===== src/rtl/bus_pkg.sv =====
// rtl/bus_pkg.sv - shared destination-id width helper and type for the request queue and downstream bus
package bus_pkg;

    localparam int NUM_PROC_DEFAULT = 4;

    // One extra bit beyond the processor index leaves room for non-processor targets.
    function automatic int dest_w(input int num_proc);
        return $clog2(num_proc) + 1;
    endfunction

    typedef logic [dest_w(NUM_PROC_DEFAULT)-1:0] dest_t;

endpackage


===== src/rtl/bus_req_queue_if.sv =====
// rtl/bus_req_queue_if.sv - request/response and head-of-queue signals; nack_total present with BUS_REQ_QUEUE_STATS_EN
interface bus_req_queue_if #(
    parameter int NUM_PROC = 4,
    parameter int DEPTH    = 8
) ();
    import bus_pkg::*;

    localparam int DEST_W = dest_w(NUM_PROC);
    localparam int CNT_W  = $clog2(DEPTH) + 1;

    logic [NUM_PROC-1:0]             request;
    logic [NUM_PROC-1:0][DEST_W-1:0] request_dest;
    logic [NUM_PROC-1:0]             request_ack;
    logic [NUM_PROC-1:0]             request_nack;
    logic                            out_valid;
    logic [DEST_W-1:0]               out_dest;
    logic                            out_ready;
    logic [CNT_W-1:0]                count;
`ifdef BUS_REQ_QUEUE_STATS_EN
    logic [31:0]                     nack_total;

    modport master (
        output request, request_dest, out_ready,
        input  request_ack, request_nack, out_valid, out_dest, count, nack_total
    );
    modport slave (
        input  request, request_dest, out_ready,
        output request_ack, request_nack, out_valid, out_dest, count, nack_total
    );
`else
    modport master (
        output request, request_dest, out_ready,
        input  request_ack, request_nack, out_valid, out_dest, count
    );
    modport slave (
        input  request, request_dest, out_ready,
        output request_ack, request_nack, out_valid, out_dest, count
    );
`endif

endinterface


===== src/rtl/bus_req_queue_rr_arbiter.sv =====
// rtl/bus_req_queue_rr_arbiter.sv - round-robin selector: one-hot grant searching upward from ptr_i with wrap
module rr_arbiter #(
    parameter int NUM_PROC = 4,
    parameter int PW       = 2
) (
    input  logic [NUM_PROC-1:0] req_i,
    input  logic [PW-1:0]       ptr_i,
    output logic [NUM_PROC-1:0] grant_o
);

    logic          found;
    logic [PW-1:0] idx;

    always_comb begin
        grant_o = '0;
        found   = 1'b0;
        idx     = '0;
        for (int i = 0; i < NUM_PROC; i++) begin
            idx = PW'((int'(ptr_i) + i) % NUM_PROC);
            if (!found && req_i[idx]) begin
                grant_o[idx] = 1'b1;
                found        = 1'b1;
            end
        end
    end

endmodule


===== src/rtl/bus_req_queue.sv =====
// rtl/bus_req_queue.sv - round-robin arbitrated request FIFO with ack/nack; BUS_REQ_QUEUE_STATS_EN adds nack_total
module bus_req_queue
    import bus_pkg::*;
#(
    parameter int NUM_PROC = 4,
    parameter int DEPTH    = 8
) (
    input  logic            clk,
    input  logic            rst_l,
    bus_req_queue_if.slave  bus
);

    localparam int AW     = $clog2(DEPTH);
    localparam int PW     = (NUM_PROC > 1) ? $clog2(NUM_PROC) : 1;
    localparam int DEST_W = dest_w(NUM_PROC);

    logic [AW:0]          wr_ptr_q, wr_ptr_d;
    logic [AW:0]          rd_ptr_q, rd_ptr_d;
    logic [PW-1:0]        rr_ptr_q, rr_ptr_d;
    logic [NUM_PROC-1:0]  ack_q, ack_d;
    logic [NUM_PROC-1:0]  nack_q, nack_d;
    logic [DEST_W-1:0]    mem_q [DEPTH];

    logic [NUM_PROC-1:0]  grant;
    logic [PW-1:0]        win_idx;
    logic                 empty, full, push, pop;

    rr_arbiter #(
        .NUM_PROC (NUM_PROC),
        .PW       (PW)
    ) u_rr_arbiter (
        .req_i   (bus.request),
        .ptr_i   (rr_ptr_q),
        .grant_o (grant)
    );

    always_comb begin
        empty   = (wr_ptr_q == rd_ptr_q);
        full    = (wr_ptr_q[AW] != rd_ptr_q[AW]) && (wr_ptr_q[AW-1:0] == rd_ptr_q[AW-1:0]);
        pop     = !empty && bus.out_ready;
        // A full queue still accepts when the head leaves in the same cycle.
        push    = (|grant) && (!full || pop);

        win_idx = '0;
        for (int i = 0; i < NUM_PROC; i++) begin
            if (grant[i]) begin
                win_idx = PW'(i);
            end
        end

        wr_ptr_d = wr_ptr_q + (AW+1)'(push);
        rd_ptr_d = rd_ptr_q + (AW+1)'(pop);

        rr_ptr_d = rr_ptr_q;
        if (push) begin
            rr_ptr_d = (win_idx == PW'(NUM_PROC - 1)) ? '0 : win_idx + 1'b1;
        end

        ack_d  = push ? grant : '0;
        nack_d = bus.request & ~ack_d;
    end

    always_ff @(posedge clk) begin
        if (!rst_l) begin
            wr_ptr_q <= '0;
            rd_ptr_q <= '0;
            rr_ptr_q <= '0;
            ack_q    <= '0;
            nack_q   <= '0;
        end else begin
            wr_ptr_q <= wr_ptr_d;
            rd_ptr_q <= rd_ptr_d;
            rr_ptr_q <= rr_ptr_d;
            ack_q    <= ack_d;
            nack_q   <= nack_d;
        end
    end

    // Storage is left unreset; occupancy is fully described by the pointers.
    always_ff @(posedge clk) begin
        if (rst_l && push) begin
            mem_q[wr_ptr_q[AW-1:0]] <= bus.request_dest[win_idx];
        end
    end

    assign bus.count        = wr_ptr_q - rd_ptr_q;
    assign bus.out_valid    = !empty;
    assign bus.out_dest     = mem_q[rd_ptr_q[AW-1:0]];
    assign bus.request_ack  = ack_q;
    assign bus.request_nack = nack_q;

`ifdef BUS_REQ_QUEUE_STATS_EN
    logic [31:0] nack_total_q, nack_total_d;
    logic [32:0] nack_sum;

    always_comb begin
        nack_sum     = {1'b0, nack_total_q} + 33'($countones(nack_q));
        nack_total_d = nack_sum[32] ? '1 : nack_sum[31:0];
    end

    always_ff @(posedge clk) begin
        if (!rst_l) begin
            nack_total_q <= '0;
        end else begin
            nack_total_q <= nack_total_d;
        end
    end

    assign bus.nack_total = nack_total_q;
`endif

endmodule


===== src/flat_wrapper.sv =====
// flat-port wrapper written by rule: the top's interface ports become plain ports
module bus_req_queue_flat import bus_pkg::*;
#(
    parameter int NUM_PROC = 4,
    parameter int DEPTH    = 8
)
  (clk, rst_l, bus_request, bus_request_dest, bus_out_ready, bus_request_ack, bus_request_nack, bus_out_valid, bus_out_dest, bus_count);
  bus_req_queue_if #(.NUM_PROC(NUM_PROC), .DEPTH(DEPTH)) bus_i ();
  input  logic clk;
  input  logic rst_l;
  input wire logic [$bits(bus_i.request)-1:0] bus_request;
  input wire logic [$bits(bus_i.request_dest)-1:0] bus_request_dest;
  input wire logic [$bits(bus_i.out_ready)-1:0] bus_out_ready;
  output wire logic [$bits(bus_i.request_ack)-1:0] bus_request_ack;
  output wire logic [$bits(bus_i.request_nack)-1:0] bus_request_nack;
  output wire logic [$bits(bus_i.out_valid)-1:0] bus_out_valid;
  output wire logic [$bits(bus_i.out_dest)-1:0] bus_out_dest;
  output wire logic [$bits(bus_i.count)-1:0] bus_count;
  assign bus_i.request = bus_request;
  assign bus_i.request_dest = bus_request_dest;
  assign bus_i.out_ready = bus_out_ready;
  assign bus_request_ack = bus_i.request_ack;
  assign bus_request_nack = bus_i.request_nack;
  assign bus_out_valid = bus_i.out_valid;
  assign bus_out_dest = bus_i.out_dest;
  assign bus_count = bus_i.count;
  bus_req_queue #(.NUM_PROC(NUM_PROC), .DEPTH(DEPTH)) u_core (.clk(clk), .rst_l(rst_l), .bus(bus_i));
endmodule

===== config.mk =====
export PLATFORM = sky130hd
export DESIGN_NAME = bus_req_queue_flat
export DESIGN_NICKNAME = d
export VERILOG_FILES = /design/src/rtl/bus_pkg.sv /design/src/rtl/bus_req_queue_if.sv /design/src/rtl/bus_req_queue_rr_arbiter.sv /design/src/rtl/bus_req_queue.sv /design/src/flat_wrapper.sv
export SDC_FILE = /design/constraint.sdc
export NUM_CORES = 1
export LEC_CHECK = 0
export CAP_MARGIN = 20
export CORE_AREA = 3 3 77 79
export DETAILED_ROUTE_END_ITERATION = 8
export DIE_AREA = 0 0 80 82
export PLACE_DENSITY = 0.74
export SKIP_CTS_REPAIR_TIMING = 1
export SLEW_MARGIN = 10
export SYNTH_ARGS = -nofsm -noshare
export SYNTH_HDL_FRONTEND = slang
export SYNTH_SLANG_ARGS = --single-unit

===== constraint.sdc =====
create_clock -name clk -period 4 [get_ports clk]
set_clock_uncertainty 0.2 [all_clocks]
set_input_delay 0.8 -clock clk [delete_from_list [all_inputs] [get_ports clk]]
set_output_delay 0.8 -clock clk [all_outputs]
set_load 0.01 [all_outputs]

==> impl_metrics.ini <==
[run_status]
status = finished, final reports clean

[clock_network]
clock_latency_ns = 0.28
root_buffer = clkbuf_8
clkTransAtPathRegs_ns = 0.07
cts_tree = done
numCtsBuffers = 5
cts_sinks = 42
cts_buffer_depth = 2
htree_levels = 2

[floorplanning]
die_h_um = 82
core_area_um2 = 5405
num_rows = 27
die_x_um = 80
initial_core_util = 0.4319
io_pins = 35
dieArea_um2 = 6560

[hold_path]
min_path_type = reg2reg

[pwr]
power.total_mw = 1.998
ir_drop_mv = 0.2761
p_leak_nw = 1.157
p_per_area_nw_per_um2 = 686.3

[sta]
period_needed_ns = 3.567
max-slew-margin-rel = 0.6199
hold_slack_ns = 0.4137
fmax_mhz = 280.4
period_share = 0.8917
rsz0062_at_grt = false
finalMaxSlewViolations = 0
tns_ns = 0
fin_ws_ns = 0.4331
hold_viol_final = 0
worst_pin_slew_ns = 0.5684
setup_viol = 0

[routing]
drt_first_pass_iters = 4
met1_length_mm = 2.005
vias = 1686
wl_met2_mm = 2.407
highest_layer = met4
wl_met3_um = 246
wl_per_cell_um = 14.95
remaining_drc_errors = 0
viasPerCell = 5.335
routed_wl_mm = 4.724
ant_nets = 0
drtIter0Drc = 116

[global_route]
grt_max_degree = 19
overflow = 0
track_usage = 0.1562
grt_pass1_vias = 1618
antenna_found_initial = 0
grt_first_pass_wirelength_mm = 7.728

[finish]
area_growth_pct = 24.71
layout.nets = 275
finish.instance_area_um2 = 2912
fillers = 485
drive_gt1_frac = 0.1721
diodes = 0

[logic_synthesis]
synth_ff_type = edfxtp_1
synthAdderAreaFrac = 0.07288
synth-edff-count = 24
synth_xor_area_frac = 0.02626
async_flop_share = 0
synth.area.mux_share = 0.1318
ys_warn_count = 0
synth_nets = 228
syn_area_um2 = 2335
synth.distinct_cells = 40
yosys.area_share.simple = 0.1404
synth_cells = 196
synth-compound-area-share = 0.1120
ys_ff_latch = 42
avgSynthCellArea_um2 = 11.91
synth_top_family_by_area = simple AND/OR/NAND/NOR gates
ys_seq_area_frac = 0.4630

[worst_setup_path]
cp_max_fo = 10
worstSetupPathType = in2reg
crit_chain = clkdlybuf4s50_1 -> mux4_2 -> a21o_1 -> a31oi_4 -> nor2_2 -> a41o_1 -> buf_4 -> nor3b_1
slowest_delay_ns = 0.62
cp_slowest_cell = mux4_2
start_kind = primary input
end_kind = flop
crit_required_ns = 3.74
cp.arrival_ns = 3.30

[place]
dpl.hpwl_mm = 3.616
port_buffers = 34
placed_cell_area_um2 = 2820
place.gp.congestion = 0.8722
post-place-ws_ns = 0.1345

[run]
max_cap_violations = 0
-- per-stage QoR --
stage / utilization / instances
after floorplan: - / 196
after global placement: 0.5218 / 308
after detailed placement: 0.5218 / 308
after CTS: 0.5387 / 316
after global routing: 0.5387 / 316
final: 0.5387 / 316
-- cell type report --
cell class              count  area (µm²)  area share
flip-flops and latches     42        1081      0.3713
clock buffers               7       86.33     0.02965
inverters                  18       67.56     0.02321
multi-input cells         127        1129      0.3876
clock inverters             1       5.005    0.001719
well taps                  72       90.09     0.03094
repair buffers             49       452.9      0.1556
-- kinds of logic (layout without fill, tap and decap cells) --
| family | Yosys count | count (layout) |
|---|---|---|
| AO/OA/AOI/OAI | 33 | 33 |
| XOR/XNOR | 7 | 7 |
| adder cells (fa/ha/maj) | 13 | 13 |
| buffers and inverters | 27 | 75 |
| flip-flops | 42 | 42 |
| multiplexers | 18 | 18 |
| AND/OR/NAND/NOR | 56 | 56 |
-- sequential cells by signal, summed over array words and instances, names as in the netlist --
signal,flops
u_core.wr_ptr_q,4
u_core.mem_q,24
u_core.rr_ptr_q,2
u_core.bus.request_ack,4
u_core.bus.request_nack,4
u_core.rd_ptr_q,4
-- per-layer routing --
layer,vias up,GRT usage
li1,817,-
met1,813,0.1911
met2,48,0.2757
met3,8,0.03618
met4,0,0.04392
met5,-,0
-- placed cells by master, fill, tap and decap left out, types with 7 or more instances in the layout --
master / n
dfxtp_1: 18
clkdlybuf4s50_1: 34
o21ai_0: 9
mux4_2: 10
and2_1: 10
inv_1: 18
nand2_1: 18
o211a_1: 7
edfxtp_1: 24
ha_1: 12
buf_4: 15
-- final timing paths --
kind | cells past startpoint | end | from | slack, ns
worst max-delay path | 8 | u_core.mem_q[6][2] | bus_request[1] | 0.43
worst min-delay path | 2 | u_core.wr_ptr_q[3] | u_core.wr_ptr_q[3] | 0.41
worst max register to register | 9 | u_core.mem_q[6][2] | u_core.rr_ptr_q[0] | 0.61
worst min register to register | 2 | u_core.wr_ptr_q[3] | u_core.wr_ptr_q[3] | 0.41
-- report_power, final --
| group | internal, mW | switching, mW |
|---|---|---|
| sequential | 0.614 | 0.0527 |
| clock | 0.139 | 0.130 |
| combinational | 0.535 | 0.527 |
-- critical path: cells and delay by family --
kind / cells / cell delay, ns
muxes: 1 / 0.62
AOI/OAI and AO/OA: 3 / 0.63
buffers and inverters: 2 / 0.74
and+or+nand+nor: 2 / 0.51
-- Yosys cell counts, drive strengths merged (3+ instances only) --
cell type / n / share of area
nor4b: 3 / 0.019
dfxtp: 18 / 0.15
xnor2: 5 / 0.019
inv: 18 / 0.029
nand4: 3 / 0.0080
nand2: 18 / 0.029
o22ai: 3 / 0.0080
a21oi: 4 / 0.0086
and2: 10 / 0.027
o211a: 7 / 0.030
mux2i: 6 / 0.026
edfxtp: 24 / 0.31
nand3: 5 / 0.011
clkbuf: 5 / 0.0080
buf: 4 / 0.017
nor2: 5 / 0.0091
ha: 12 / 0.064
o21ai: 9 / 0.019
mux4: 10 / 0.096
(Power assumes the default switching activity.)
